**config.mk**
```make
export PLATFORM = sky130hd
export DESIGN_NAME = mmio_uart_ctrl_flat
export DESIGN_NICKNAME = d
export VERILOG_FILES = /design/src/rtl/mmio_uart_ctrl_pkg.sv /design/src/rtl/mmio_uart_ctrl_if.sv /design/src/rtl/mmio_uart_ctrl_rx_fifo.sv /design/src/rtl/mmio_uart_ctrl.sv /design/src/flat_wrapper.sv
export SDC_FILE = /design/constraint.sdc
export NUM_CORES = 1
export LEC_CHECK = 0
export BUFFER_PORTS_ARGS = -buffer_cell sky130_fd_sc_hd__buf_2
export CAP_MARGIN = 20
export CORE_ASPECT_RATIO = 1.2
export CORE_MARGIN = 2
export CORE_UTILIZATION = 52
export DETAILED_ROUTE_END_ITERATION = 10
export GPL_TIMING_DRIVEN = 0
export PLACE_DENSITY = 0.76
export SETUP_SLACK_MARGIN = 0.3
export SYNTH_ARGS = -nofsm -noshare
export SYNTH_HDL_FRONTEND = slang
export SYNTH_HIERARCHICAL = 1
export SYNTH_SLANG_ARGS = --single-unit
```
**constraint.sdc**
```tcl
create_clock -name clk -period 3.09 [get_ports clk]
set_clock_uncertainty 0.2 [all_clocks]
set_input_delay 0.1545 -clock clk [delete_from_list [all_inputs] [get_ports clk]]
set_output_delay 0.1545 -clock clk [all_outputs]
set_load 0.05 [all_outputs]
```
**src/rtl/mmio_uart_ctrl_pkg.sv**
```systemverilog
// mmio_uart_ctrl_pkg: MMIO register addresses, TX FSM states and address-match helper
package mmio_uart_ctrl_pkg;
  localparam logic [31:0] MMIO_STATUS   = 32'h8000_0000;
  localparam logic [31:0] MMIO_RX_DATA  = 32'h8000_0004;
  localparam logic [31:0] MMIO_TX_DATA  = 32'h8000_0008;
  localparam logic [31:0] MMIO_CYC_CNT  = 32'h8000_0010;
  localparam logic [31:0] MMIO_INST_CNT = 32'h8000_0014;
  localparam logic [31:0] MMIO_CNT_RST  = 32'h8000_0018;
  localparam logic [31:0] MMIO_BR_CNT   = 32'h8000_001C;
  typedef enum logic {TX_IDLE, TX_BUSY} tx_state_t;
  function automatic logic hit(input logic [29:0] w, input logic [31:0] r);
    return {w, 2'b00} == r;
  endfunction
endpackage

```
**src/rtl/mmio_uart_ctrl_if.sv**
```systemverilog
// mmio_uart_ctrl_if: load/store bus, retire strobes and UART handshakes of the MMIO block
interface mmio_uart_ctrl_if;
  logic [31:0] addr, wdata, rdata;
  logic mmio_we, mmio_re, inst_retire, branch_retire;
  logic [7:0] uart_tx_data, uart_rx_data;
  logic uart_tx_valid, uart_tx_ready, uart_rx_valid, uart_rx_ready;
  modport master(
    output addr, wdata, mmio_we, mmio_re, inst_retire, branch_retire,
    output uart_tx_ready, uart_rx_data, uart_rx_valid,
    input rdata, uart_tx_data, uart_tx_valid, uart_rx_ready
  );
  modport slave(
    input addr, wdata, mmio_we, mmio_re, inst_retire, branch_retire,
    input uart_tx_ready, uart_rx_data, uart_rx_valid,
    output rdata, uart_tx_data, uart_tx_valid, uart_rx_ready
  );
endinterface

```
**src/rtl/mmio_uart_ctrl_rx_fifo.sv**
```systemverilog
// mmio_rx_fifo: byte FIFO; pop on empty is ignored, push on full lands only alongside a pop
module mmio_rx_fifo #(
  parameter int DEPTH = 8
) (
  input  logic       clk,
  input  logic       rst_n,
  input  logic       push,
  input  logic       pop,
  input  logic [7:0] din,
  output logic       full,
  output logic       empty,
  output logic [7:0] head
);
  localparam int AW = $clog2(DEPTH);
  logic [7:0] mem [DEPTH];
  logic [AW-1:0] wptr, rptr;
  logic [AW:0] cnt;
  logic do_push, do_pop;
  assign full = cnt == (AW+1)'(DEPTH);
  assign empty = cnt == '0;
  assign head = mem[rptr];
  assign do_pop = pop && !empty;
  assign do_push = push && (!full || do_pop);
  always_ff @(posedge clk or negedge rst_n)
    if (!rst_n) begin
      wptr <= '0;
      rptr <= '0;
      cnt <= '0;
    end else begin
      wptr <= wptr + AW'(do_push);
      rptr <= rptr + AW'(do_pop);
      cnt <= cnt + (AW+1)'(do_push) - (AW+1)'(do_pop);
    end
  always_ff @(posedge clk)
    if (do_push) mem[wptr] <= din;
endmodule

```
**src/rtl/mmio_uart_ctrl.sv**
```systemverilog
// mmio_uart_ctrl: MMIO regs, UART TX/RX, perf counters; MMIO_BRANCH_CNT_EN adds a branch counter
module mmio_uart_ctrl
  import mmio_uart_ctrl_pkg::*;
#(
  parameter int RX_DEPTH = 8,
  parameter int CNT_W = 32
) (
  input logic clk,
  input logic rst_n,
  mmio_uart_ctrl_if.slave bus
);
  tx_state_t tx_state;
  logic tx_valid, tx_drop, rx_full, rx_empty, rx_ready, rd_rx, rd_stat, wr_tx, cnt_rst;
  logic [7:0] tx_data, rx_head;
  logic [29:0] a;
  logic [31:0] rd_val, rdata, br_val;
  logic [CNT_W-1:0] cyc_cnt, inst_cnt;
  assign a = bus.addr[31:2];
  assign rd_stat = bus.mmio_re && hit(a, MMIO_STATUS);
  assign rd_rx = bus.mmio_re && hit(a, MMIO_RX_DATA);
  assign wr_tx = bus.mmio_we && hit(a, MMIO_TX_DATA);
  assign cnt_rst = bus.mmio_we && hit(a, MMIO_CNT_RST);
  // a pop frees the head slot this cycle, so a full FIFO can still take a byte
  assign rx_ready = !rx_full || rd_rx;
  assign bus.uart_rx_ready = rx_ready;
  assign bus.uart_tx_valid = tx_valid;
  assign bus.uart_tx_data = tx_data;
  assign bus.rdata = rdata;
  mmio_rx_fifo #(.DEPTH(RX_DEPTH)) u_rx (
    .clk(clk),
    .rst_n(rst_n),
    .push(bus.uart_rx_valid && rx_ready),
    .pop(rd_rx),
    .din(bus.uart_rx_data),
    .full(rx_full),
    .empty(rx_empty),
    .head(rx_head)
  );
  always_comb
    rd_val = hit(a, MMIO_STATUS)   ? {29'b0, tx_drop, !rx_empty, !tx_valid} :
             hit(a, MMIO_RX_DATA)  ? {24'b0, rx_empty ? 8'h00 : rx_head} :
             hit(a, MMIO_CYC_CNT)  ? cyc_cnt :
             hit(a, MMIO_INST_CNT) ? inst_cnt :
             hit(a, MMIO_BR_CNT)   ? br_val : '0;
  always_ff @(posedge clk or negedge rst_n)
    if (!rst_n) rdata <= '0;
    else rdata <= bus.mmio_re ? rd_val : rdata;
  always_ff @(posedge clk or negedge rst_n)
    if (!rst_n) begin
      cyc_cnt <= '0;
      inst_cnt <= '0;
    end else begin
      cyc_cnt <= cnt_rst ? '0 : cyc_cnt + CNT_W'(1);
      inst_cnt <= cnt_rst ? '0 : inst_cnt + CNT_W'(bus.inst_retire);
    end
`ifdef MMIO_BRANCH_CNT_EN
  logic [CNT_W-1:0] br_cnt;
  always_ff @(posedge clk or negedge rst_n)
    if (!rst_n) br_cnt <= '0;
    else br_cnt <= cnt_rst ? '0 : br_cnt + CNT_W'(bus.branch_retire);
  assign br_val = br_cnt;
`else
  assign br_val = '0;
`endif
  // stores while BUSY are dropped even when the handshake completes that same cycle
  always_ff @(posedge clk or negedge rst_n)
    if (!rst_n) begin
      tx_state <= TX_IDLE;
      tx_valid <= 1'b0;
      tx_data <= '0;
      tx_drop <= 1'b0;
    end else begin
      tx_drop <= (wr_tx && tx_state == TX_BUSY) || (tx_drop && !rd_stat);
      if (tx_state == TX_IDLE && wr_tx) begin
        tx_state <= TX_BUSY;
        tx_valid <= 1'b1;
        tx_data <= bus.wdata[7:0];
      end else if (tx_state == TX_BUSY && bus.uart_tx_ready) begin
        tx_state <= TX_IDLE;
        tx_valid <= 1'b0;
      end
    end
endmodule

```
**src/flat_wrapper.sv**
```systemverilog
// flat-port wrapper written by rule: the top's interface ports become plain ports
module mmio_uart_ctrl_flat import mmio_uart_ctrl_pkg::*;
#(
  parameter int RX_DEPTH = 8,
  parameter int CNT_W = 32
)
  (clk, rst_n, bus_addr, bus_wdata, bus_mmio_we, bus_mmio_re, bus_inst_retire, bus_branch_retire, bus_uart_tx_ready, bus_uart_rx_data, bus_uart_rx_valid, bus_rdata, bus_uart_tx_data, bus_uart_tx_valid, bus_uart_rx_ready);
  mmio_uart_ctrl_if bus_i ();
  input logic clk;
  input logic rst_n;
  input wire logic [$bits(bus_i.addr)-1:0] bus_addr;
  input wire logic [$bits(bus_i.wdata)-1:0] bus_wdata;
  input wire logic [$bits(bus_i.mmio_we)-1:0] bus_mmio_we;
  input wire logic [$bits(bus_i.mmio_re)-1:0] bus_mmio_re;
  input wire logic [$bits(bus_i.inst_retire)-1:0] bus_inst_retire;
  input wire logic [$bits(bus_i.branch_retire)-1:0] bus_branch_retire;
  input wire logic [$bits(bus_i.uart_tx_ready)-1:0] bus_uart_tx_ready;
  input wire logic [$bits(bus_i.uart_rx_data)-1:0] bus_uart_rx_data;
  input wire logic [$bits(bus_i.uart_rx_valid)-1:0] bus_uart_rx_valid;
  output wire logic [$bits(bus_i.rdata)-1:0] bus_rdata;
  output wire logic [$bits(bus_i.uart_tx_data)-1:0] bus_uart_tx_data;
  output wire logic [$bits(bus_i.uart_tx_valid)-1:0] bus_uart_tx_valid;
  output wire logic [$bits(bus_i.uart_rx_ready)-1:0] bus_uart_rx_ready;
  assign bus_i.addr = bus_addr;
  assign bus_i.wdata = bus_wdata;
  assign bus_i.mmio_we = bus_mmio_we;
  assign bus_i.mmio_re = bus_mmio_re;
  assign bus_i.inst_retire = bus_inst_retire;
  assign bus_i.branch_retire = bus_branch_retire;
  assign bus_i.uart_tx_ready = bus_uart_tx_ready;
  assign bus_i.uart_rx_data = bus_uart_rx_data;
  assign bus_i.uart_rx_valid = bus_uart_rx_valid;
  assign bus_rdata = bus_i.rdata;
  assign bus_uart_tx_data = bus_i.uart_tx_data;
  assign bus_uart_tx_valid = bus_i.uart_tx_valid;
  assign bus_uart_rx_ready = bus_i.uart_rx_ready;
  mmio_uart_ctrl #(.RX_DEPTH(RX_DEPTH), .CNT_W(CNT_W)) u_core (.clk(clk), .rst_n(rst_n), .bus(bus_i));
endmodule
```
==> flow_summary.toml <==
[run_status]
outcome = "finished, violations left"
violations = "negative hold slack"

[setup_path]
cp-endpoint = "u_core/bus.rdata[0]"
crit_type = "reg2reg"
slowest_stage = "clkbuf_1"
critPathLaunchType = "flop"
required_ns = 3.21
reg2reg_depth = 8
reg2reg_to = "u_core/bus.rdata[0]"
cp-end-kind = "flop"
startpoint = "u_core/u_rx/rptr[2]"
path_max_fanout = 10
cpPeakStageDelay_ns = 0.42
crit_path_cell_trace = "clkbuf_1, buf_2, mux4_2, mux2_2, inv_1, o21ai_0, a32o_1, a32o_1"
r2r_start = "u_core/u_rx/rptr[2]"
r2r_slack_ns = 0.37
crit_path_frequent_cell = "a32o_1"
arrival_ns = 2.84

[timing]
setup_viol = 0
min_period_over_period_pct = 88.2
slew_violations = 0
max_freq_mhz = 367
slew_headroom_pct = 50.1
finalHoldViolations = 4
grt_setup_unrepaired = "true"
min_period_ns = 2.72
timing.hold.ws_ns = -0.00160
fin_ws_ns = 0.365
tightest_slew_ns = 0.748

[logic_synthesis]
postSynthCellCount = 696
synth_nets = 789
synthFlopType = "dfrtp_1"
yosys_warnings = 6
synth_area_per_cell_um2 = 12.4
synth-seq-cells = 180
async_reset_ff_share_pct = 64.4
synth-seq-area-share_pct = 56.0
syn_area_um2 = 8610
synth-edff-count = 64
synth_cell_type_count = 56

[power_and_ir_drop]
clock_power_share_pct = 37.4
seqPwrFrac_pct = 48.0
p_leak_nw = 4.31
ir_drop_mv = 0.599
p_per_area_nw_per_um2 = 565
p_switching_mw = 1.65
p_int_mw = 4.32
switching_share_pct = 27.7
pwr-share-comb_pct = 14.6

[global_route]
grt_pass1_vias = 6736
grt_usage_pct = 25.1
antenna_found_initial = 0
grt_max_degree = 81
grt-ovfl-total = 0
grt_pass1_wl_mm = 34.4

[cells_and_area]
diodes = 0
area_growth_pct = 22.8
nets = 939
design_area_um2 = 10600
final_cell_mix = "dfrtp_1, buf_2, edfxtp_1, a21oi_1, nand2_1"
final_common_cell = "dfrtp_1"
nFillCells = 1230
drive_gt1_share_pct = 23.3
stdcell_count = 1070

[clocking]
htree_levels = 4
cts_sinks = 180
clk_pin_slew_ns = 0.07
cts-root-buf = "clkbuf_16"
cts_tree = "built"
clk_latency_ns = 0.44
cts_made_buffers = 17
clockBufferDepth = 2

[die]
die_width_um = 121
start_util_pct = 53.1
io_pins = 122
core_um2 = 16200
std_cell_rows = 51
dieHeight_um = 145
fp.dieArea_um2 = 17600

[route]
vias = 6609
wl_mm = 21.3
drc = 0
avgViaCountPerCell = 6.18
ant_nets = 0
avgRoutedWirePerCell_um = 19.9
firstDrtPassIters = 5
dr.first_iter.drc_count = 704

[place]
io_buffers = 94
gp_congestion = 0.846
dp_slack_ns = -0.286
placed_area_um2 = 9530
post-place-cells = 1003
post-dp-hpwl_mm = 14.7

[worst_hold_path]
hp-class = "in2async"

[job]
maxCapViolCount = 0
## power by group through the flow
stage	registers [mW]	clock network, mW	logic (mW)
2_1_floorplan	2.86	0	0.520
3_3_place_gp	2.89	0	0.706
3_5_place_dp	2.91	0	0.756
4_1_cts	2.86	2.27	0.830
5_1_grt	2.89	2.38	0.962
6_report	2.87	2.24	0.872
## worst max-delay path: cells and delay by family (launching register included)
family	cells	cell delay [ns]
buffers and inverters	3	0.86
AOI/OAI and AO/OA	3	0.58
DFF	1	0.34
muxes	2	0.63
## worst min path at each step
stage / slack, ns / endpoint / depth (start not counted) / from
CTS: 0.003 / u_core/cyc_cnt[27] / 2 / rst_n
detailed placement: -0.11 / u_core/bus.rdata[29] / 1 / rst_n
global placement: 0.19 / u_core/bus.uart_tx_data[1] / 2 / bus_wdata[1]
floorplan: -0.34 / u_core/bus.rdata[0] / 0 / rst_n
finish: -0.002 / u_core/u_rx/cnt[3] / 2 / rst_n
global route: 0.01 / u_core/bus.rdata[0] / 3 / bus_mmio_re
## routing by layer
metal  routed length [µm]  global-route usage [%]  part of all wire [%]  vias up
met5                    0                       0                     0        -
met3                 1150                    4.21                   5.4       44
li1                     -                       -                     -     3019
met2                11200                    42.5                    52      245
met1                 8430                    32.0                    40     3301
met4                  533                    9.83                   2.5        0
## cell type report
class | count | area [µm²] | share of cell area [%]
Clock inverter | 14 | 180 | 1.70
Multi-Input combinational cell | 464 | 3740 | 35.4
Sequential cell | 180 | 4820 | 45.6
Buffer | 35 | 176 | 1.67
Inverter | 17 | 67.6 | 0.639
Timing Repair Buffer | 131 | 897 | 8.48
Tap cell | 212 | 265 | 2.51
Clock buffer | 17 | 425 | 4.02
## flip-flops by register name, summed over array words and instances, names as in the netlist
| signal | count |
|---|---|
| u_core/u_rx/rptr | 3 |
| u_core/tx_state | 1 |
| u_core/bus.uart_tx_data | 8 |
| u_core/inst_cnt | 32 |
| u_core/bus.rdata | 32 |
| u_core/u_rx/cnt | 4 |
| u_core/u_rx/wptr | 3 |
| u_core/cyc_cnt | 32 |
| u_core/u_rx/mem | 64 |
| u_core/tx_drop | 1 |
## per-stage QoR
stage | setup TNS, ns | power (mW) | utilization, %
6_report | 0 | 5.98 | 65.3
5_1_grt | 0 | 6.23 | 65.3
4_1_cts | 0 | 5.96 | 64.7
3_5_place_dp | -12.69 | 3.66 | 58.8
3_3_place_gp | -9.96 | 3.59 | 58.6
2_1_floorplan | 0 | 3.38 | -
## logic make-up after synthesis
| group | count (synthesis) | share of synthesized area (%) |
|---|---|---|
| AND/OR/NAND/NOR | 232 | 16.2 |
| flip-flops | 180 | 56.0 |
| AO/OA/AOI/OAI | 135 | 10.5 |
| multiplexers | 58 | 9.95 |
| buffers and inverters | 52 | 2.72 |
| XOR/XNOR | 26 | 2.64 |
| adder cells (fa/ha/maj) | 13 | 1.98 |
## cells in the mapped netlist, drive strengths merged (17+ instances only)
master / n / area, µm²
a21oi: 40 / 200
clkbuf: 19 / 72.6
dfrtp: 116 / 2900
edfxtp: 64 / 1920
mux2i: 26 / 260
nand2: 37 / 139
nand3: 26 / 130
nand4: 21 / 138
nor2: 30 / 113
nor4: 17 / 143
o21ai: 23 / 119
o2bb2ai: 26 / 228
o31ai: 23 / 173
or3: 18 / 113
or4: 32 / 240
## timing repair
item / in CTS / in global routing
gates resized for setup: 2 / 11
hold endpoints to repair: 198 / 0
hold buffers: 29 / 0
setup endpoints to repair: 43 / 63
pin swaps: 1 / 3
buffers inserted: 4 / 3
Power figures use the tool's default switching activity.
